===== src/rtl/qspi_matmul_host_pkg.sv =====
`default_nettype none
// ============================================================================
//  Module   : qspi_mm_pkg
//  Purpose  : Shared types and constants for the QSPI matrix-multiply host:
//             FSM state encoding, transfer lengths and byte-pack helpers.
//  Revision : 1.0  initial release
// ============================================================================
package qspi_mm_pkg;

  // Transaction phases, in the order the host walks through them
  typedef enum logic [2:0] {
    ST_IDLE  = 3'd0,
    ST_SETUP = 3'd1,
    ST_WRITE = 3'd2,
    ST_TURN  = 3'd3,
    ST_READ  = 3'd4,
    ST_HOLD  = 3'd5
  } state_e;

  // 8 bytes of A/B go out as 16 nibbles, 4 bytes of C come back as 8
  localparam int NIBBLES_WR = 16;
  localparam int NIBBLES_RD = 8;

  // Element 0 sits in the most significant byte of a packed matrix word
  function automatic logic [31:0] pack_bytes(input logic [7:0] e0, input logic [7:0] e1,
                                             input logic [7:0] e2, input logic [7:0] e3);
    return {e0, e1, e2, e3};
  endfunction

  function automatic logic [7:0] unpack_byte(input logic [31:0] w, input logic [1:0] idx);
    logic [7:0] r;
    case (idx)
      2'd0:    r = w[31:24];
      2'd1:    r = w[23:16];
      2'd2:    r = w[15:8];
      default: r = w[7:0];
    endcase
    return r;
  endfunction

endpackage
`default_nettype wire


===== src/rtl/qspi_matmul_host_if.sv =====
`default_nettype none
// ============================================================================
//  Module   : qspi_matmul_host_if
//  Purpose  : QSPI pin bundle between the host (master) and the matmul
//             target (slave): serial clock, chip select, 4-bit data lanes.
//  Revision : 1.0  initial release
// ============================================================================
interface qspi_matmul_host_if;
  logic       qspi_clk;
  logic       qspi_cs_n;
  logic [3:0] qspi_io_out;
  logic [3:0] qspi_io_oe;
  logic [3:0] qspi_io_in;

  modport master (
    output qspi_clk,
    output qspi_cs_n,
    output qspi_io_out,
    output qspi_io_oe,
    input  qspi_io_in
  );

  modport slave (
    input  qspi_clk,
    input  qspi_cs_n,
    input  qspi_io_out,
    input  qspi_io_oe,
    output qspi_io_in
  );
endinterface
`default_nettype wire


===== src/rtl/qspi_matmul_host_sck_gen.sv =====
`default_nettype none
// ============================================================================
//  Module   : qspi_sck_gen
//  Purpose  : Half-period phase counter for the QSPI serial clock. While
//             enabled it counts HALF_PERIOD cycles per clock phase and flags
//             the last cycle of each phase; the caller owns the clock level
//             and feeds it back so the tick can be classified as rise/fall.
//  Revision : 1.0  initial release
// ============================================================================
module qspi_sck_gen #(
  parameter int HALF_PERIOD = 4
) (
  input  logic clk,
  input  logic rst,
  input  logic en,
  input  logic sck_level,
  output logic tick_rise,
  output logic tick_fall,
  output logic tick_last_low
);

  localparam int PW = (HALF_PERIOD > 1) ? $clog2(HALF_PERIOD) : 1;
  localparam logic [PW-1:0] PH_LAST = PW'(HALF_PERIOD - 1);

  logic [PW-1:0] ph_q;
  logic [PW-1:0] ph_d;
  logic          half_end;

  // Next phase count: restart at zero whenever disabled so each enabled
  // stretch begins with a full-length phase
  always_comb begin
    half_end = en && (ph_q == PH_LAST);
    ph_d     = ph_q;
    if (!en || half_end) begin
      ph_d = '0;
    end else begin
      ph_d = ph_q + 1'b1;
    end
  end

  // Phase counter register
  always_ff @(posedge clk or posedge rst) begin
    if (rst) begin
      ph_q <= '0;
    end else begin
      ph_q <= ph_d;
    end
  end

  // Last cycle of a low phase doubles as the read sample point
  assign tick_rise     = half_end & ~sck_level;
  assign tick_fall     = half_end & sck_level;
  assign tick_last_low = half_end & ~sck_level;

endmodule
`default_nettype wire


===== src/rtl/qspi_matmul_host.sv =====
`default_nettype none
// ============================================================================
//  Module   : qspi_matmul_host
//  Purpose  : QSPI initiator for the 2x2 matrix-multiply target. Serialises
//             A and B as 16 nibbles, turns the bus around, reads 8 result
//             nibbles back and presents C in parallel with a done pulse.
//  Options  : QSPI_HOST_ABORT_EN adds an abort input and a sticky aborted
//             output; without it every transaction runs to completion.
//  Revision : 1.0  initial release
// ============================================================================
module qspi_matmul_host
  import qspi_mm_pkg::*;
#(
  parameter int HALF_PERIOD = 4,
  parameter int CS_SETUP    = 2,
  parameter int TURN_CYCLES = 4,
  parameter int CS_HIGH     = 4
) (
  input  logic        clk,
  input  logic        rst,
  input  logic        start,
  input  logic [31:0] a_in,
  input  logic [31:0] b_in,
  output logic        busy,
  output logic        done,
  output logic [31:0] c_out,
`ifdef QSPI_HOST_ABORT_EN
  input  logic        abort,
  output logic        aborted,
`endif
  qspi_matmul_host_if.master qspi
);

  // One shared down-time counter covers SETUP, TURN and HOLD
  localparam int CNT_MAX = (CS_SETUP > TURN_CYCLES)
                         ? ((CS_SETUP > CS_HIGH) ? CS_SETUP : CS_HIGH)
                         : ((TURN_CYCLES > CS_HIGH) ? TURN_CYCLES : CS_HIGH);
  localparam int CW = $clog2(CNT_MAX + 1);

  localparam logic [CW-1:0] SETUP_LAST = CW'(CS_SETUP - 1);
  localparam logic [CW-1:0] TURN_LAST  = CW'(TURN_CYCLES - 1);
  localparam logic [CW-1:0] HOLD_LAST  = CW'(CS_HIGH - 1);
  localparam logic [3:0]    WR_LAST    = 4'(NIBBLES_WR - 1);
  localparam logic [3:0]    RD_LAST    = 4'(NIBBLES_RD - 1);

  state_e        state_q;
  logic [CW-1:0] cnt_q;
  logic [3:0]    nib_q;
  logic [59:0]   wr_sr_q;   // nibbles 1..15; nibble 0 goes straight to io_out
  logic [31:0]   rd_sr_q;
  logic          qspi_clk_q;
  logic          cs_n_q;
  logic [3:0]    io_out_q;
  logic [3:0]    io_oe_q;
  logic          busy_q;
  logic          done_q;
  logic [31:0]   c_out_q;
`ifdef QSPI_HOST_ABORT_EN
  logic          aborted_q;
`endif

  logic sck_en;
  logic tick_rise;
  logic tick_fall;
  logic tick_last_low;

  // The serial clock only toggles while data is moving
  assign sck_en = (state_q == ST_WRITE) || (state_q == ST_READ);

  qspi_sck_gen #(
    .HALF_PERIOD (HALF_PERIOD)
  ) u_sck_gen (
    .clk           (clk),
    .rst           (rst),
    .en            (sck_en),
    .sck_level     (qspi_clk_q),
    .tick_rise     (tick_rise),
    .tick_fall     (tick_fall),
    .tick_last_low (tick_last_low)
  );

  // Transaction sequencer: every pin and status output is a flop set here
  always_ff @(posedge clk or posedge rst) begin
    if (rst) begin
      state_q    <= ST_IDLE;
      cnt_q      <= '0;
      nib_q      <= '0;
      wr_sr_q    <= '0;
      rd_sr_q    <= '0;
      qspi_clk_q <= 1'b0;
      cs_n_q     <= 1'b1;
      io_out_q   <= '0;
      io_oe_q    <= '0;
      busy_q     <= 1'b0;
      done_q     <= 1'b0;
      c_out_q    <= '0;
`ifdef QSPI_HOST_ABORT_EN
      aborted_q  <= 1'b0;
`endif
    end else begin
      done_q <= 1'b0;
      case (state_q)
        ST_IDLE: begin
          if (start) begin
            wr_sr_q  <= {a_in[27:0], b_in};
            io_out_q <= a_in[31:28];
            io_oe_q  <= 4'hF;
            cs_n_q   <= 1'b0;
            busy_q   <= 1'b1;
            cnt_q    <= '0;
            nib_q    <= '0;
            state_q  <= ST_SETUP;
`ifdef QSPI_HOST_ABORT_EN
            aborted_q <= 1'b0;
`endif
          end
        end

        ST_SETUP: begin
          if (cnt_q == SETUP_LAST) begin
            cnt_q   <= '0;
            state_q <= ST_WRITE;
          end else begin
            cnt_q <= cnt_q + 1'b1;
          end
        end

        // Data changes only on the first low cycle, so it is stable across
        // the whole high phase when the target samples it
        ST_WRITE: begin
          if (tick_rise) begin
            qspi_clk_q <= 1'b1;
          end else if (tick_fall) begin
            qspi_clk_q <= 1'b0;
            if (nib_q == WR_LAST) begin
              nib_q    <= '0;
              cnt_q    <= '0;
              io_oe_q  <= '0;
              io_out_q <= '0;
              state_q  <= ST_TURN;
            end else begin
              nib_q    <= nib_q + 1'b1;
              io_out_q <= wr_sr_q[59:56];
              wr_sr_q  <= {wr_sr_q[55:0], 4'h0};
            end
          end
        end

        // Bus released; the target uses this gap to compute C
        ST_TURN: begin
          if (cnt_q == TURN_LAST) begin
            cnt_q      <= '0;
            qspi_clk_q <= 1'b1;
            state_q    <= ST_READ;
          end else begin
            cnt_q <= cnt_q + 1'b1;
          end
        end

        // Target drives on the rising edge; sample as late as possible
        ST_READ: begin
          if (tick_fall) begin
            qspi_clk_q <= 1'b0;
          end else if (tick_last_low) begin
            rd_sr_q <= {rd_sr_q[27:0], qspi.qspi_io_in};
            if (nib_q == RD_LAST) begin
              nib_q   <= '0;
              cnt_q   <= '0;
              cs_n_q  <= 1'b1;
              state_q <= ST_HOLD;
            end else begin
              nib_q      <= nib_q + 1'b1;
              qspi_clk_q <= 1'b1;
            end
          end
        end

        ST_HOLD: begin
          if (cnt_q == HOLD_LAST) begin
            cnt_q   <= '0;
            busy_q  <= 1'b0;
            done_q  <= 1'b1;
            state_q <= ST_IDLE;
`ifdef QSPI_HOST_ABORT_EN
            if (!aborted_q) begin
              c_out_q <= rd_sr_q;
            end
`else
            c_out_q <= rd_sr_q;
`endif
          end else begin
            cnt_q <= cnt_q + 1'b1;
          end
        end

        default: begin
          state_q <= ST_IDLE;
        end
      endcase

`ifdef QSPI_HOST_ABORT_EN
      // Abort overrides whatever the active phase decided this cycle
      if (abort && (state_q == ST_SETUP || state_q == ST_WRITE ||
                    state_q == ST_TURN  || state_q == ST_READ)) begin
        cs_n_q     <= 1'b1;
        qspi_clk_q <= 1'b0;
        io_oe_q    <= '0;
        nib_q      <= '0;
        cnt_q      <= '0;
        aborted_q  <= 1'b1;
        state_q    <= ST_HOLD;
      end
`endif
    end
  end

  assign busy  = busy_q;
  assign done  = done_q;
  assign c_out = c_out_q;
`ifdef QSPI_HOST_ABORT_EN
  assign aborted = aborted_q;
`endif

  assign qspi.qspi_clk    = qspi_clk_q;
  assign qspi.qspi_cs_n   = cs_n_q;
  assign qspi.qspi_io_out = io_out_q;
  assign qspi.qspi_io_oe  = io_oe_q;

endmodule
`default_nettype wire

===== src/flat_wrapper.sv =====
// flat-port wrapper written by rule: the top's interface ports become plain ports
module qspi_matmul_host_flat import qspi_mm_pkg::*;
#(
  parameter int HALF_PERIOD = 4,
  parameter int CS_SETUP    = 2,
  parameter int TURN_CYCLES = 4,
  parameter int CS_HIGH     = 4
)
  (clk, rst, start, a_in, b_in, busy, done, c_out, qspi_qspi_clk, qspi_qspi_cs_n, qspi_qspi_io_out, qspi_qspi_io_oe, qspi_qspi_io_in);
  qspi_matmul_host_if qspi_i ();
  input  logic clk;
  input  logic rst;
  input  logic start;
  input  logic [31:0] a_in;
  input  logic [31:0] b_in;
  output logic busy;
  output logic done;
  output logic [31:0] c_out;
  output wire logic [$bits(qspi_i.qspi_clk)-1:0] qspi_qspi_clk;
  output wire logic [$bits(qspi_i.qspi_cs_n)-1:0] qspi_qspi_cs_n;
  output wire logic [$bits(qspi_i.qspi_io_out)-1:0] qspi_qspi_io_out;
  output wire logic [$bits(qspi_i.qspi_io_oe)-1:0] qspi_qspi_io_oe;
  input wire logic [$bits(qspi_i.qspi_io_in)-1:0] qspi_qspi_io_in;
  assign qspi_qspi_clk = qspi_i.qspi_clk;
  assign qspi_qspi_cs_n = qspi_i.qspi_cs_n;
  assign qspi_qspi_io_out = qspi_i.qspi_io_out;
  assign qspi_qspi_io_oe = qspi_i.qspi_io_oe;
  assign qspi_i.qspi_io_in = qspi_qspi_io_in;
  qspi_matmul_host #(.HALF_PERIOD(HALF_PERIOD), .CS_SETUP(CS_SETUP), .TURN_CYCLES(TURN_CYCLES), .CS_HIGH(CS_HIGH)) u_core (.clk(clk), .rst(rst), .start(start), .a_in(a_in), .b_in(b_in), .busy(busy), .done(done), .c_out(c_out), .qspi(qspi_i));
endmodule

===== config.mk =====
export PLATFORM = sky130hd
export DESIGN_NAME = qspi_matmul_host_flat
export DESIGN_NICKNAME = d
export VERILOG_FILES = /design/src/rtl/qspi_matmul_host_pkg.sv /design/src/rtl/qspi_matmul_host_if.sv /design/src/rtl/qspi_matmul_host_sck_gen.sv /design/src/rtl/qspi_matmul_host.sv /design/src/flat_wrapper.sv
export SDC_FILE = /design/constraint.sdc
export NUM_CORES = 1
export LEC_CHECK = 0
export BUFFER_PORTS_ARGS = -buffer_cell sky130_fd_sc_hd__buf_2
export CAP_MARGIN = 20
export CORE_MARGIN = 5
export CORE_UTILIZATION = 35
export CTS_CLUSTER_DIAMETER = 30
export DETAILED_ROUTE_END_ITERATION = 8
export HOLD_SLACK_MARGIN = 0.03
export PLACE_DENSITY_LB_ADDON = 0.3
export SETUP_SLACK_MARGIN = 0.1
export SLEW_MARGIN = 20
export SYNTH_ARGS = -nofsm -noshare
export SYNTH_HDL_FRONTEND = slang
export SYNTH_SLANG_ARGS = --single-unit
export TNS_END_PERCENT = 1

===== constraint.sdc =====
create_clock -name clk -period 7.5 [get_ports clk]
set_clock_uncertainty 0.15 [all_clocks]
set_input_delay 0.375 -clock clk [delete_from_list [all_inputs] [get_ports clk]]
set_output_delay 0.375 -clock clk [all_outputs]
set_load 0.01 [all_outputs]

==> results.toml, run 1 <==
[status]
outcome = "finished, final reports clean"

[synth]
yosys_warnings = 0
ys_seq_area_frac = 0.565
synthArstFlopShare = 1.00
syn_nets = 610
avgSynthCellArea_um2 = 12.0
synth_top_flop_cell = "dfrtp_1"
syn_area_mm2 = 0.00642
syn_inst = 533
synth_cell_types = 51
synth_edf_count = 0
ys_ff_latch = 145

[cells_and_area]
fillCellCount = 1699
nNetsFinal = 716
syn_to_final_growth_pct = 21.1
finish.utilization = 0.431
drive_gt1_frac = 0.342
stdcell_count = 882

[power_and_ir_drop]
pwr-share-clk = 0.507
peakVddDrop_v = 0.000191
p_per_area_mw_per_mm2 = 221
total_leakage_power_nw = 3.89
swShare = 0.202
total_power_mw = 1.72
seq_power_share = 0.463
intPower_mw = 1.37
combPwrFrac = 0.030
power.switching_mw = 0.347

[hold_path]
min-delay-start = "qspi_qspi_io_in[3]"
whs_path_depth = 2
holdPathEnd = "u_core.rd_sr_q[3]"
min_path_type = "input pin to register"

[drt]
drc = 0
avgViaCountPerCell = 4.84
vias = 4268
routed_wl_um = 13400
ant_nets = 0
drt_pass1_iterations = 4
route.detailed.wl_per_inst_um = 15.2
drt-initial-drc-count = 153

[die]
ios = 115
die_x_um = 145
initial_core_util = 0.356
die_h_um = 145
die-area_mm2 = 0.0212
core_area_mm2 = 0.0180
rows = 49

[timing]
max_freq_mhz = 354
setup_viol = 0
fin_crit_ns = 2.83
fin_crit_sh = 0.377
relSlewSlack = 0.337
tns_ns = 0
worst_slew_pin_slew_ns = 0.995
maxSlewViolCount = 0
rsz0062_at_grt = "false"
hold_viol = 0
holdWs_ns = 0.0520

[placement]
dpl.hpwl_um = 9270
gp_congestion = 0.721
dp.cells = 845
portBuffers = 114

[clock_network]
cts-resized-gates = 0
ctsRootBufferMaster = "clkbuf_16"
postCtsSetupRepairBufs = 0
cts.sinks = 145
htree_num_levels = 4
cts_buffers = 17
clock_latency_ns = 0.42
cts_max_path_buffers = 2
cts_tree = "yes"
clkTransAtPathRegs_ns = 0.06

[worst_setup_path]
reg2reg_to = "u_core.wr_sr_q[23]"
criticalPathCategory = "register to register"
worstReg2RegStart = "u_core.state_q[0]"
cp_data_required_time_ns = 7.59
crit_arrival_ns = 2.92
r2r_setup_slack_ns = 4.67
start_kind = "register"
critPathCaptureType = "register"
crit_fanout = 116
r2r_cells = 5

[grt]
grt_max_degree = 117
antenna_found_initial = 2
grt_pass1_wl_um = 22600
grt_overflow = 0
track_usage = 0.131
grt_pass1_vias = 4521

[flow_run]
maxCapViolations = 0
==> through the flow <==
| stage | worst slack, ns | area, um^2 |
|---|---|---|
| 2_1_floorplan | 3.08 | 6420 |
| 3_3_place_gp | 4.84 | 7110 |
| 3_5_place_dp | 4.68 | 7110 |
| 4_1_cts | 4.68 | 7770 |
| 5_1_grt | 4.40 | 7770 |
| 6_report | 4.67 | 7770 |
==> worst max path at each step <==
stage,start,end,slack [ns]
final,u_core.state_q[0],u_core.wr_sr_q[23],4.67
after floorplan,rst,u_core.busy,3.08
after global placement,u_core.state_q[0],u_core.wr_sr_q[14],4.84
after global routing,u_core.state_q[0],u_core.wr_sr_q[7],4.40
after detailed placement,u_core.state_q[0],u_core.wr_sr_q[23],4.68
after CTS,u_core.state_q[0],u_core.wr_sr_q[23],4.68
==> cells in the final DEF, fill, tap and decap left out, types with 2 or more instances in the layout <==
cell type / n
a21o_1: 3
a21oi_1: 2
a22oi_1: 5
a31oi_1: 2
a31oi_4: 2
a41oi_1: 2
and2_1: 2
buf_2: 114
buf_4: 4
bufinv_16: 3
clkbuf_1: 2
clkbuf_16: 17
clkbuf_8: 4
clkinv_2: 3
clkinvlp_4: 2
dfrtp_1: 144
dlygate4sd3_1: 4
ha_1: 6
inv_1: 7
mux2_1: 2
mux2_2: 62
mux2i_1: 58
nand2_1: 74
nand2b_1: 6
nand3_1: 7
nor2_1: 11
nor2b_1: 3
o21ai_0: 27
o21ai_1: 41
o22ai_1: 2
==> layout make-up <==
class	instances	area (um^2)	share of cell area
Tap cell	229	287	0.0369
Clock inverter	9	129	0.0166
Clock buffer	23	488	0.0628
Sequential cell	145	3630	0.467
Timing Repair Buffer	123	652	0.0839
Multi-Input combinational cell	344	2550	0.328
Antenna cell	1	2.50	0.000322
Inverter	8	35.0	0.00451
==> cell families (layout without fill, tap and decap cells) <==
kind of cell / after synthesis / count (layout) / synth area share
buf+inv: 44 / 163 / 0.0382
mux: 122 / 122 / 0.203
xor+xnor: 1 / 1 / 0.00136
fa+ha+maj: 6 / 6 / 0.0117
compound gates: 94 / 94 / 0.0889
other cells: 0 / 1 / 0
flops: 145 / 145 / 0.565
simple gates: 121 / 121 / 0.0920
==> sequential cells by signal (all words and copies together), names as in the netlist <==
name,cells
u_core.busy,1
u_core.c_out,32
u_core.cnt_q,3
u_core.done,1
u_core.nib_q,4
u_core.qspi.qspi_clk,1
u_core.qspi.qspi_cs_n,1
u_core.qspi.qspi_io_oe,1
u_core.qspi.qspi_io_out,4
u_core.rd_sr_q,32
u_core.state_q,3
u_core.u_sck_gen.ph_q,2
u_core.wr_sr_q,60
==> repair_timing <==
action	4_1_cts	5_1_grt
hold buffers	4	0
hold endpoints to repair	67	0
setup endpoints to repair	0	0
==> synth_stat cells, types with 2 or more instances <==
| master | count | area share |
|---|---|---|
| nand2b_1 | 6 | 0.0058 |
| or3b_1 | 2 | 0.0027 |
| nor2_1 | 11 | 0.0064 |
| a31oi_4 | 2 | 0.0066 |
| mux2_1 | 2 | 0.0035 |
| a31oi_1 | 2 | 0.0019 |
| clkbuf_1 | 10 | 0.0058 |
| inv_1 | 8 | 0.0047 |
| and2_1 | 2 | 0.0019 |
| nand3_1 | 7 | 0.0055 |
| mux2i_1 | 58 | 0.090 |
| o22ai_1 | 2 | 0.0019 |
| a21o_1 | 3 | 0.0035 |
| buf_2 | 10 | 0.0078 |
| mux2_2 | 62 | 0.11 |
| nor3b_1 | 2 | 0.0023 |
| nor2b_1 | 3 | 0.0029 |
| nand2_1 | 74 | 0.043 |
| o21ai_1 | 41 | 0.032 |
| buf_4 | 14 | 0.016 |
| a21oi_1 | 2 | 0.0016 |
| ha_1 | 6 | 0.012 |
| o21ai_0 | 27 | 0.021 |
| dfrtp_1 | 144 | 0.56 |
| a41oi_1 | 2 | 0.0027 |
| a22oi_1 | 5 | 0.0058 |
| buf_6 | 2 | 0.0035 |
==> power by group through the flow <==
stage	sequential (mW)	clock, mW	combinational, mW
final	0.795	0.871	0.0517
after global routing	0.795	0.932	0.0596
after detailed placement	0.809	0	0.0516
after floorplan	0.808	0	0.0233
after CTS	0.795	0.893	0.0535
after global placement	0.809	0	0.0502
==> critical path: stages (launching register included) <==
cell and delay (ns):
dfrtp_1 0.84, nor3b_2 0.09, buf_4 0.29, a31oi_4 0.20
buf_4 0.76, o21ai_0 0.25
==> metal layers <==
layer  GRT usage  vias to the layer above  wire [um]
met2       0.199                      129       6170
met5           0                        -         22
met3      0.0648                       27       1110
met1       0.161                     2040       5830
met4      0.0494                        4        313
li1            -                     2068          -
(Power assumes the default switching activity.)
==> inputs of run 2 (changes only) <==
clock period = 2.6 ns   (was 7.5 ns; I/O delays follow)
==> run 2 against run 1 <==
Non-clock buffer count increased by 72; sequential power increased to 2.9 times the previous value; final cell count increased by 8.0%; global-route usage increased by 0.51 points; maximum frequency increased by 30%.
==> results.toml, run 2 (synthesis results as in run 1) <==
[status]
outcome = "finished, final reports clean"

[die]
rows = 49
initial_core_util = 0.356
die_h_um = 145
core_area_mm2 = 0.0180
die_x_um = 145
die-area_mm2 = 0.0212
ios = 115

[drt]
drt-initial-drc-count = 239
drc = 0
ant_nets = 0
route.detailed.wl_per_inst_um = 14.7
vias = 4527
drt_pass1_iterations = 4
routed_wl_um = 14000
avgViaCountPerCell = 4.75

[worst_setup_path]
crit_arrival_ns = 2.29
slowest_delay_ns = 0.54
slowest_stage = "dfrtp_1"
worstReg2RegStart = "u_core.state_q[2]"
reg2reg_to = "u_core.wr_sr_q[19]"
path_delay_family = "buffers and inverters"
path_common_cell = "buf_4"
crit_chain = "buf_4 -> nor3b_2 -> buf_4 -> mux2i_1 -> o21ai_0"
crit_fanout = 23
r2r_cells = 5
start_kind = "register"
critPathCaptureType = "register"
worst-path-buf-inv = 2
criticalPathCategory = "register to register"
cp_data_required_time_ns = 2.73
r2r_setup_slack_ns = 0.43

[grt]
grt_max_degree = 146
grt_pass1_wl_um = 23900
grt_pass1_vias = 4775
grt_overflow = 0
antenna_found_initial = 0
track_usage = 0.136

[power_and_ir_drop]
peakVddDrop_v = 0.000449
total_power_mw = 5.21
pwr-share-clk = 0.516
combPwrFrac = 0.044
total_leakage_power_nw = 4.23
p_per_area_mw_per_mm2 = 606
seq_power_share = 0.440
swShare = 0.208
power.switching_mw = 1.08
intPower_mw = 4.12

[timing]
setup_ws_ns = 0.431
rsz0062_at_grt = "false"
worst_slew_pin_slew_ns = 0.807
tns_ns = 0
setup_viol = 0
maxSlewViolCount = 0
relSlewSlack = 0.462
hold_viol = 0
fin_crit_sh = 0.834
fin_crit_ns = 2.17
max_freq_mhz = 461
holdWs_ns = 0.140

[placement]
place_area_mm2 = 0.00724
gp_congestion = 0.784
dp_slack_ns = 0.443
dp.cells = 852
dpl.hpwl_um = 9190
portBuffers = 114

[cells_and_area]
finish.utilization = 0.476
n_antenna_cell = 0
syn_to_final_growth_pct = 33.7
drive_gt1_frac = 0.320
largest_reg_flops = 60
fin_area_mm2 = 0.00858
nNetsFinal = 788
top_register = "u_core.wr_sr_q"
final_common_cell = "dfrtp_1"
fillCellCount = 1623
final_cell_mix = "144 x dfrtp_1, 114 x buf_2, 74 x nand2_1"
stdcell_count = 953

[hold_path]
whs_path_depth = 4
min_path_type = "input pin to register"
holdPathEnd = "u_core.qspi.qspi_cs_n"
min-delay-start = "start"

[clock_network]
cts_max_path_buffers = 2
cts_buffers = 17
htree_num_levels = 4
cts.sinks = 145
clock_latency_ns = 0.41
clkTransAtPathRegs_ns = 0.06
postCtsSetupRepairBufs = 0
cts_tree = "yes"
cts-resized-gates = 0
ctsRootBufferMaster = "clkbuf_16"

[flow_run]
maxCapViolations = 0
-- run 2: how the worst max path moves through the flow --
| stage | startpoint | endpoint | cells past startpoint |
|---|---|---|---|
| after global routing | u_core.state_q[2] | u_core.wr_sr_q[16] | 5 |
| after CTS | u_core.state_q[2] | u_core.wr_sr_q[5] | 5 |
| after global placement | u_core.state_q[2] | u_core.wr_sr_q[9] | 5 |
| after detailed placement | u_core.state_q[2] | u_core.wr_sr_q[13] | 5 |
| final | u_core.state_q[2] | u_core.wr_sr_q[19] | 5 |
| after floorplan | rst | u_core.busy | 1 |
-- run 2: power groups by stage --
stage                     sequential (mW)  combinational, mW  clock [mW]
final                                2.29              0.229        2.69
after floorplan                      2.33             0.0676           0
after global routing                 2.29              0.258        2.87
after CTS                            2.29              0.234        2.76
after global placement               2.33              0.148           0
after detailed placement             2.33              0.151           0
-- run 2: layout make-up --
class / instances / area, um^2 / share of cell area
Clock inverter: 15 / 231 / 0.0270
Tap cell: 229 / 287 / 0.0334
Clock buffer: 17 / 425 / 0.0496
Sequential cell: 145 / 3630 / 0.423
Multi-Input combinational cell: 344 / 2550 / 0.297
Timing Repair Buffer: 195 / 1430 / 0.166
Inverter: 8 / 33.8 / 0.00394
-- run 2: repair_timing --
item | in CTS | in global routing
hold endpoints to repair | 212 | 0
hold buffers | 69 | 0
setup endpoints to repair | 0 | 0
-- run 2: worst register-to-register path: stages, from the launching register on --
cell and delay, ns:
dfrtp_1 0.54, buf_4 0.25, nor3b_2 0.32, buf_4 0.42
mux2i_1 0.24, o21ai_0 0.10
-- run 2: routing by layer --
layer	share of wire	track usage	wire length (um)
met4	0.012	0.0392	171
met1	0.45	0.172	6250
met2	0.47	0.217	6600
met5	0	0	0
met3	0.071	0.0545	990
==> inputs of run 3 (changes only) <==
clock period = 2.1 ns   (was 2.6 ns; I/O delays follow)
==> run 3 against run 2 <==
Sequential power is 24% higher; final cell count grew 0.73%; highest routed layer unchanged; first-iteration DRC count decreased by 28%; critical path type unchanged.
==> results.toml, run 3 (synthesis results as in run 1) <==
[cells_and_area]
largest_reg_flops = 60
syn_to_final_growth_pct = 34.7
multi_input_area_mm2 = 0.00257
nNetsFinal = 795
final_common_cell = "dfrtp_1"
finish.utilization = 0.480
drive_gt1_frac = 0.327
regArea_mm2 = 0.00363
top_register = "u_core.wr_sr_q"
fillCellCount = 1643
final_cell_mix = "144 x dfrtp_1, 114 x buf_2, 74 x nand2_1"
n_antenna_cell = 0

[timing]
relSlewSlack = 0.675
worst_slew_pin_slew_ns = 0.485
max_freq_mhz = 508
fin_crit_ns = 1.97
maxSlewViolCount = 0
hold_viol = 0
rsz0062_at_grt = "true"
setup_viol = 0
setup_ws_ns = 0.130
tns_ns = 0
fin_crit_sh = 0.938

[power_and_ir_drop]
p_per_area_mw_per_mm2 = 723
power.switching_mw = 1.35
total_leakage_power_nw = 4.26
swShare = 0.216
peakVddDrop_v = 0.000561
combPwrFrac = 0.046
pwr-share-clk = 0.500
seq_power_share = 0.454
intPower_mw = 4.90

[drt]
drc = 0
routed_wl_um = 14500
route.detailed.wl_per_inst_um = 15.1
ant_nets = 0
avgViaCountPerCell = 4.78
drt-initial-drc-count = 172
drt_pass1_iterations = 4
vias = 4587

[worst_setup_path]
start_kind = "register"
reg2reg_to = "u_core.rd_sr_q[31]"
worstReg2RegStart = "u_core.u_sck_gen.ph_q[0]"
cp_data_required_time_ns = 2.25
r2r_setup_slack_ns = 0.13
cp-startpoint = "u_core.u_sck_gen.ph_q[0]"
crit_fanout = 32
criticalPathCategory = "register to register"
critPathCaptureType = "register"
r2r_cells = 5
crit_end = "u_core.rd_sr_q[31]"
crit_arrival_ns = 2.12

[clock_network]
htree_num_levels = 4
postCtsSetupRepairBufs = 0
cts.sinks = 145
clkTransAtPathRegs_ns = 0.06
clock_latency_ns = 0.42
cts_buffers = 17
cts_max_path_buffers = 2
ctsRootBufferMaster = "clkbuf_16"
cts_tree = "yes"

[flow_run]
maxCapViolations = 0

[die]
die_x_um = 145
die_h_um = 145
ios = 115
rows = 49
die-area_mm2 = 0.0212
initial_core_util = 0.356
core_area_mm2 = 0.0180

[hold_path]
min_path_type = "input pin to register"
whs_path_depth = 4

[grt]
grt_overflow = 0
antenna_found_initial = 0
grt_pass1_vias = 4986
grt_pass1_wl_um = 25200
grt_max_degree = 80
track_usage = 0.144

[placement]
portBuffers = 114
dpl.hpwl_um = 9700
dp_slack_ns = 0.123
gp_congestion = 0.782

[status]
outcome = "finished, final reports clean"
-- run 3: cell count changes in the layout (fill, tap and decap cells not counted), moves of 2 or more --
cell	delta
buf_12	+3
buf_4	+3
bufinv_16	-2
clkinv_4	-2
clkinvlp_4	+2
-- run 3: final cells by class --
class / instances / share of cell area
timing repair buffer: 202 / 0.176
sequential: 145 / 0.420
multi-input combinational: 344 / 0.297
tap: 229 / 0.0331
clock inverter: 14 / 0.0205
inverter: 8 / 0.00390
clock buffer: 18 / 0.0508
-- run 3: worst max-delay path, stage by stage, from the launching register on --
cell and delay [ns]:
dfrtp_1 0.36, ha_1 0.30, nand4bb_1 0.24, nor2_2 0.21, buf_12 0.22, mux2_2 0.36
-- run 3: worst min-delay path by stage --
| stage | startpoint | to | slack, ns |
|---|---|---|---|
| 3_3_place_gp | rst | u_core.c_out[0] | -0.14 |
| 6_report | start | u_core.qspi.qspi_cs_n | 0.12 |
| 4_1_cts | start | u_core.qspi.qspi_cs_n | 0.1 |
| 2_1_floorplan | b_in[0] | u_core.wr_sr_q[0] | 0.09 |
| 3_5_place_dp | rst | u_core.c_out[0] | -0.14 |
| 5_1_grt | start | u_core.qspi.qspi_cs_n | 0.15 |
-- run 3: repair_timing --
action | CTS | global route
hold buffers | 70 | 0
gates resized for setup | 1 | 2
pin swaps | 0 | 0
endpoints found under the setup margin | 1 | 86
hold endpoints to repair | 213 | 0
-- run 3: power groups by stage --
stage / registers [mW] / logic, mW / clock network (mW)
3_5_place_dp: 2.89 / 0.191 / 0
6_report: 2.84 / 0.291 / 3.13
2_1_floorplan: 2.89 / 0.0837 / 0
4_1_cts: 2.84 / 0.294 / 3.21
5_1_grt: 2.84 / 0.327 / 3.35
3_3_place_gp: 2.89 / 0.186 / 0
-- run 3: per-stage QoR --
step | hold slack [ns] | cells | instance area [um^2] | total power [mW]
after floorplan | 0.0877 | 533 | 6420 | 2.97
after global placement | -0.136 | 858 | 7320 | 3.07
after detailed placement | -0.137 | 858 | 7320 | 3.08
after CTS | 0.0976 | 960 | 8640 | 6.34
after global routing | 0.147 | 960 | 8650 | 6.51
final | 0.117 | 960 | 8650 | 6.25
-- run 3: per-layer routing --
| metal | global-route usage | wire (um) | vias to the layer above | share of wire |
|---|---|---|---|---|
| li1 | - | - | 2233 | - |
| met1 | 0.178 | 6410 | 2220 | 0.44 |
| met2 | 0.233 | 6930 | 117 | 0.48 |
| met3 | 0.0529 | 943 | 17 | 0.065 |
| met4 | 0.0518 | 220 | 0 | 0.015 |
| met5 | 0 | 0 | - | 0 |
